--- src/rtl/imem_pkg.sv ---
// Shared instruction-memory definitions: loader FSM states and memory geometry.
// Also used by the instruction memory itself and the CPU fetch logic.
package imem_pkg;

  localparam int IMEM_BYTES = 128;
  localparam int WORD_BYTES = 4;

  typedef enum logic [1:0] {
    LD_IDLE,
    LD_LOAD,
    LD_CHECK,
    LD_FIN
  } ld_state_e;

endpackage

--- src/rtl/imem_byte_writer.sv ---
// Registered byte-write stage for the instruction memory. Owns the running
// write address, which is seeded from base at the start of a load.
module imem_byte_writer #(
  parameter int ADDR_W = 32
) (
  input  logic              clk,
  input  logic              rst_n,
  input  logic              init,
  input  logic [ADDR_W-1:0] base,
  input  logic              wr,
  input  logic [7:0]        wdata,
  output logic              mem_we,
  output logic [ADDR_W-1:0] mem_addr,
  output logic [7:0]        mem_wdata
);

  logic [ADDR_W-1:0] addr_reg;
  logic              we_reg;
  logic [ADDR_W-1:0] waddr_reg;
  logic [7:0]        wdata_reg;

  always_ff @(posedge clk or negedge rst_n) begin
    if (!rst_n) begin
      addr_reg  <= '0;
      we_reg    <= 1'b0;
      waddr_reg <= '0;
      wdata_reg <= '0;
    end else begin
      we_reg <= wr;
      if (init) begin
        addr_reg <= base;
      end else if (wr) begin
        // Address and data are held after the strobe drops.
        waddr_reg <= addr_reg;
        wdata_reg <= wdata;
        addr_reg  <= addr_reg + ADDR_W'(1);
      end
    end
  end

  assign mem_we    = we_reg;
  assign mem_addr  = waddr_reg;
  assign mem_wdata = wdata_reg;

endmodule

--- src/rtl/imem_loader.sv ---
// Streams bytes into the instruction memory, big-endian per word, holding the CPU meanwhile.
// Define IMEM_LOADER_CHECKSUM_EN to require a trailing checksum byte after the data.
module imem_loader #(
  parameter int ADDR_W     = 32,
  parameter int MEM_BYTES  = imem_pkg::IMEM_BYTES,
  parameter int WORD_BYTES = imem_pkg::WORD_BYTES,
  parameter int CNT_W      = 16
) (
  input  logic              clk,
  input  logic              rst_n,
  input  logic              start,
  input  logic [ADDR_W-1:0] base_addr,
  input  logic [CNT_W-1:0]  word_count,
  input  logic              s_valid,
  input  logic [7:0]        s_data,
  output logic              s_ready,
  output logic              mem_we,
  output logic [ADDR_W-1:0] mem_addr,
  output logic [7:0]        mem_wdata,
  output logic              busy,
  output logic              cpu_hold,
  output logic              done,
  output logic              error
);

  import imem_pkg::*;

  localparam int OFF_W = $clog2(WORD_BYTES);
  localparam int TOT_W = CNT_W + OFF_W;
  localparam int CHK_W = ADDR_W + CNT_W + 2;

  ld_state_e        state_reg, state_next;
  logic [TOT_W-1:0] total_reg, total_next;
  logic [TOT_W-1:0] acc_cnt_reg, acc_cnt_next;
  logic             busy_reg, busy_next;
  logic             done_reg, done_next;
  logic             error_reg, error_next;

  logic [CHK_W-1:0] req_end;
  logic             req_bad;
  logic             accept;
  logic             last_byte;
  logic             wr_init;
  logic             wr_en;

  // End address is computed wide enough that a huge base or count cannot wrap past the check.
  assign req_end = CHK_W'(base_addr) + (CHK_W'(word_count) << OFF_W);
  assign req_bad = (base_addr[OFF_W-1:0] != '0) || (req_end > CHK_W'(MEM_BYTES));

`ifdef IMEM_LOADER_CHECKSUM_EN
  assign s_ready = (state_reg == LD_LOAD) || (state_reg == LD_CHECK);
`else
  assign s_ready = (state_reg == LD_LOAD);
`endif

  assign accept    = s_valid && s_ready;
  assign wr_en     = accept && (state_reg == LD_LOAD);
  assign last_byte = wr_en && (acc_cnt_reg == total_reg - TOT_W'(1));

`ifdef IMEM_LOADER_CHECKSUM_EN
  logic [7:0] sum_reg;
  logic [7:0] sum_check;

  assign sum_check = sum_reg + s_data;

  always_ff @(posedge clk or negedge rst_n) begin
    if (!rst_n) begin
      sum_reg <= '0;
    end else if (wr_init) begin
      sum_reg <= '0;
    end else if (wr_en) begin
      sum_reg <= sum_reg + s_data;
    end
  end
`endif

  always_comb begin
    state_next   = state_reg;
    total_next   = total_reg;
    acc_cnt_next = acc_cnt_reg;
    busy_next    = busy_reg;
    done_next    = 1'b0;
    error_next   = 1'b0;
    wr_init      = 1'b0;
    case (state_reg)
      LD_IDLE: begin
        if (start) begin
          if (req_bad) begin
            error_next = 1'b1;
          end else if (word_count == '0) begin
            done_next = 1'b1;
          end else begin
            state_next   = LD_LOAD;
            busy_next    = 1'b1;
            total_next   = TOT_W'(word_count) << OFF_W;
            acc_cnt_next = '0;
            wr_init      = 1'b1;
          end
        end
      end
      LD_LOAD: begin
        if (wr_en) begin
          acc_cnt_next = acc_cnt_reg + TOT_W'(1);
        end
        if (last_byte) begin
`ifdef IMEM_LOADER_CHECKSUM_EN
          state_next = LD_CHECK;
`else
          state_next = LD_FIN;
`endif
        end
      end
`ifdef IMEM_LOADER_CHECKSUM_EN
      LD_CHECK: begin
        // The checksum byte is consumed here and never reaches the memory.
        if (accept) begin
          state_next = LD_IDLE;
          busy_next  = 1'b0;
          if (sum_check == 8'h00) begin
            done_next = 1'b1;
          end else begin
            error_next = 1'b1;
          end
        end
      end
`endif
      LD_FIN: begin
        state_next = LD_IDLE;
        busy_next  = 1'b0;
        done_next  = 1'b1;
      end
      default: begin
        state_next = LD_IDLE;
        busy_next  = 1'b0;
      end
    endcase
  end

  always_ff @(posedge clk or negedge rst_n) begin
    if (!rst_n) begin
      state_reg   <= LD_IDLE;
      total_reg   <= '0;
      acc_cnt_reg <= '0;
      busy_reg    <= 1'b0;
      done_reg    <= 1'b0;
      error_reg   <= 1'b0;
    end else begin
      state_reg   <= state_next;
      total_reg   <= total_next;
      acc_cnt_reg <= acc_cnt_next;
      busy_reg    <= busy_next;
      done_reg    <= done_next;
      error_reg   <= error_next;
    end
  end

  imem_byte_writer #(
    .ADDR_W(ADDR_W)
  ) u_writer (
    .clk      (clk),
    .rst_n    (rst_n),
    .init     (wr_init),
    .base     (base_addr),
    .wr       (wr_en),
    .wdata    (s_data),
    .mem_we   (mem_we),
    .mem_addr (mem_addr),
    .mem_wdata(mem_wdata)
  );

  assign busy     = busy_reg;
  assign cpu_hold = busy_reg;
  assign done     = done_reg;
  assign error    = error_reg;

endmodule
--- config.mk ---
export PLATFORM = sky130hd
export DESIGN_NAME = imem_loader
export DESIGN_NICKNAME = d
export VERILOG_FILES = /design/src/rtl/imem_pkg.sv /design/src/rtl/imem_byte_writer.sv /design/src/rtl/imem_loader.sv
export SDC_FILE = /design/constraint.sdc
export NUM_CORES = 1
export LEC_CHECK = 0
export ABC_AREA = 0
export CORE_UTILIZATION = 51
export CTS_CLUSTER_DIAMETER = 30
export DETAILED_ROUTE_END_ITERATION = 8
export PLACE_DENSITY = 0.79
export SETUP_SLACK_MARGIN = 0.15
export SLEW_MARGIN = 20
export SYNTH_ARGS = -nofsm -noshare
export SYNTH_HDL_FRONTEND = slang
export SYNTH_HIERARCHICAL = 1
export SYNTH_SLANG_ARGS = --single-unit
--- constraint.sdc ---
create_clock -name clk -period 2.85 [get_ports clk]
set_clock_uncertainty 0.1 [all_clocks]
set_input_delay 0.855 -clock clk [delete_from_list [all_inputs] [get_ports clk]]
set_output_delay 0.855 -clock clk [all_outputs]
set_load 0.1 [all_outputs]
==> results by group <==
Floorplan
  • Die Width: 126.7 microns
  • Row Count: 45
  • DIE AREA: 16060 sq um
  • CORE AREA: 15200 sq um
  • Initial Utilization: roughly 52%
  • Chip height: 126.7 microns
  • # IOs: approximately 110

Pwr
  • Leak: 0.005330 uW
  • Final total power: 5223 uW
  • Power per cell area: around 440 nW/um^2
  • IR drop worst, VDD: approximately 0.00090 V

Synthesis
  • Main flop type after synthesis: dfrtp_1
  • Post-synthesis average cell area: 8.843 sq um
  • Syn Inst Count: 897
  • Post-synth EDFFs: 0
  • Async S/R FF share, synth: 100.0%
  • Syn Nets: 980
  • Register area share after synthesis: 35.33%
  • Post-synthesis register bit count: between 100 and 150
  • Synth cell types: 79
  • Synthesized cell area: around 7900 sq um
  • YS warnings: 6

STA
  • Slew headroom: 58.96%
  • RSZ-0062 raised after global routing: true
  • Post-layout worst setup margin: -1.914 ns
  • Final hold vios: 0
  • Tcrit/Tclk final: 167.2%
  • Final Max Tran Viols: 0
  • Final TNS setup: -195.58 ns
  • FMAX: about 210 MHz
  • Final Setup Violations: roughly 110
  • Pin slew with the least headroom to its limit: 0.6156 ns
  • Tmin final: about 4.8 ns

Clock tree
  • H-Tree Depth: 3
  • Root buf cell: clkbuf_16
  • Clock Latency Late Sink: 0.37 ns
  • TritonCTS Buffers: 9
  • Hold_buf cts: 0
  • Clock transition at the registers of the reported paths: 0.08 ns
  • CTS tree: built
  • Max Root-Sink Buffers: 2
  • Clk sinks: ~110

Global route
  • First-pass GRT wire length: 46010 microns
  • Antenna violations before repair: 1
  • Global-route usage over all layers: 36.43%
  • GRT overflow: 0
  • Largest net degree at the start of global routing: around 110
  • Vias in the first global route: roughly 8600

Finish
  • Share of layout cells above drive strength 1: 40.17%
  • Register area: 2803 sq um
  • Final Util: between 70% and 80%
  • Post-Layout Inst Area: between 10000 and 15000 sq um
  • Synth-to-Final Area Change: 51.10%
  • Multi-input gate area: between 5000 and 6000 sq um
  • Layout fillers: 924
  • Final Non-Filler Cells: ~1400
  • Nets@finish: 1288

Route
  • Post-DRT Antenna Nets: 0
  • First drt pass iteration count: 6
  • Detailed-route DRC error count: 0
  • Post-Route WL: between 30000 and 40000 microns
  • Routed WL per cell: 22.48 microns
  • Vias per cell: 6.633
  • DR vias: just over 9000
  • DRT iter0 DRCs: approximately 1000

Run status
  • Status: finished, violations left
  • Failing checks: setup timing

Job
  • # Max-Cap Violations: 0

Placed design
  • RD Place Congestion: 0.8940
  • Detailed-placement wirelength estimate: 19160 microns
  • Buffers on Ports: 105
  • Dpl cells: 1341
  • Placed Area: between 10000 and 15000 sq um

Min path
  • Min-delay worst type: flop to flop

Setup path
  • Crit path DAT: 4.90 ns
  • Kind of end point of the critical path: flop
  • Worst Path Max Fanout: 6
  • Crit Path Category: input pin to flop
  • CP required: 2.99 ns
  • Critical path launch point type: input pin
==> critical path, cell delays in order <==
cell and delay (ns):
dlygate4sd2_1 0.29, ha_4 0.19, buf_4 0.12, a21oi_1 0.37, o221ai_4 0.24, a31oi_4 0.28, o31a_2 0.21, a31oi_4 0.04
or4_1 0.54, or4_4 0.51, or2_4 0.27, nor3_4 0.12, buf_6 0.15, buf_6 0.12, buf_8 0.11, nor2_2 0.03
nand4_1 0.07, or3b_4 0.37
==> routing by layer <==
layer | vias up | routed length [microns] | GRT usage (%)
li1 | 3993 | - | -
met4 | 0 | 1699 | 15.06
met2 | 665 | 14430 | 58.69
met1 | 4450 | 12310 | 48.30
met3 | 172 | 3008 | 6.917
met5 | - | 0 | 0
==> power breakdown <==
group          internal (uW)  leakage, uW  switching, uW
clock network            620     0.000142            691
registers               1730      0.00148            230
logic                    794      0.00370           1150
==> logic make-up (layout without fill, tap and decap cells) <==
logic type | Yosys count | in the layout | synth area share (%)
compound gates | 217 | 217 | 18.60
buf+inv | 85 | 398 | 5.000
simple gates | 363 | 363 | 24.49
mux | 60 | 60 | 8.770
xor+xnor | 37 | 37 | 4.085
flops | 112 | 112 | 35.33
fa+ha+maj | 23 | 23 | 3.722
other cells | 0 | 1 | 0
==> synth_stat cells, types with 3 or more instances <==
library cell	number	area share, %
dfrtp_1	112	35
nand2_1	93	4.4
nor2_1	61	2.9
o21ai_0	48	3.0
mux2_2	44	6.2
a21oi_1	38	2.4
nand3_1	38	2.4
clkbuf_1	37	1.8
nand4_1	29	2.3
inv_1	26	1.2
a31oi_1	25	2.0
nor3_1	23	1.5
ha_1	22	3.5
xnor2_1	22	2.4
nor4_1	19	1.5
or4_1	17	1.6
o31ai_1	15	1.4
or3_1	15	1.2
xor2_1	15	1.7
and3_1	12	0.95
a211o_1	10	1.1
o211ai_1	9	0.85
o221ai_1	9	0.99
and2_1	8	0.63
buf_2	8	0.50
mux2_4	8	1.5
mux2i_1	8	1.0
o21a_1	8	0.76
a21o_1	6	0.57
a221o_1	6	0.76
and4_1	6	0.66
nor4b_1	6	0.66
o2bb2ai_1	6	0.66
a211oi_1	5	0.47
buf_6	5	0.71
or2_2	5	0.39
or4_4	5	0.71
buf_1	4	0.19
nand2b_1	4	0.32
nor2b_1	4	0.32
a2111oi_0	3	0.33
a221oi_1	3	0.33
a22oi_1	3	0.28
==> area by class of cell <==
cell class	count	area share, %
antenna	1	0.02088
sequential	112	23.38
multi-input combinational	700	45.77
timing repair buffer	356	25.57
tap	188	1.962
clock inverter	6	0.5219
clock buffer	10	1.910
inverter	26	0.8559
==> per-stage QoR <==
stage          setup slack [ns]  hold WS [ns]
6_report                 -1.914        0.3975
3_5_place_dp             -2.503        0.3807
2_1_floorplan            -2.105        0.3862
5_1_grt                  -2.005        0.4241
3_3_place_gp             -2.358        0.3675
4_1_cts                  -1.701        0.4017
==> worst paths after layout <==
check	startpoint	depth (start not counted)	end	slack, ns
max in group asynchronous	rst_n	2	total_reg[2]	1.72
setup / recovery	word_count[11]	18	u_writer/addr_reg[20]	-1.91
hold / removal	u_writer/mem_addr[20]	2	u_writer/mem_addr[20]	0.40
setup reg to reg	total_reg[7]	10	state_reg[1]	-0.43
hold reg to reg	u_writer/mem_addr[20]	2	u_writer/mem_addr[20]	0.40
min in group asynchronous	rst_n	2	u_writer/mem_addr[30]	0.46
==> cells in the final DEF, fill, tap and decap left out, types with 9 or more instances in the layout <==
master,instances
a211o_1,10
a21oi_1,33
a31oi_1,23
and3_1,11
buf_4,255
buf_6,28
clkbuf_16,10
clkdlybuf4s50_1,26
dfrtp_1,112
dlygate4sd2_1,23
ha_4,16
inv_1,25
mux2_4,44
nand2_1,79
nand2_2,12
nand3_1,36
nand4_1,29
nor2_1,46
nor2_4,11
nor3_1,23
nor4_1,17
o211ai_1,9
o21ai_0,26
o21ai_1,13
o21ai_2,9
o31ai_1,15
or3_1,12
or4_1,16
xnor2_1,22
xor2_1,15
==> timing repair <==
| action | in CTS | in global routing |
|---|---|---|
| pin swaps | 39 | 40 |
| setup buffers | 23 | 13 |
| gates resized for setup | 178 | 77 |
| gates cloned | 2 | 3 |
| endpoints found under the setup margin | 111 | 111 |
No activity file was read; power rests on OpenSTA's default activity.
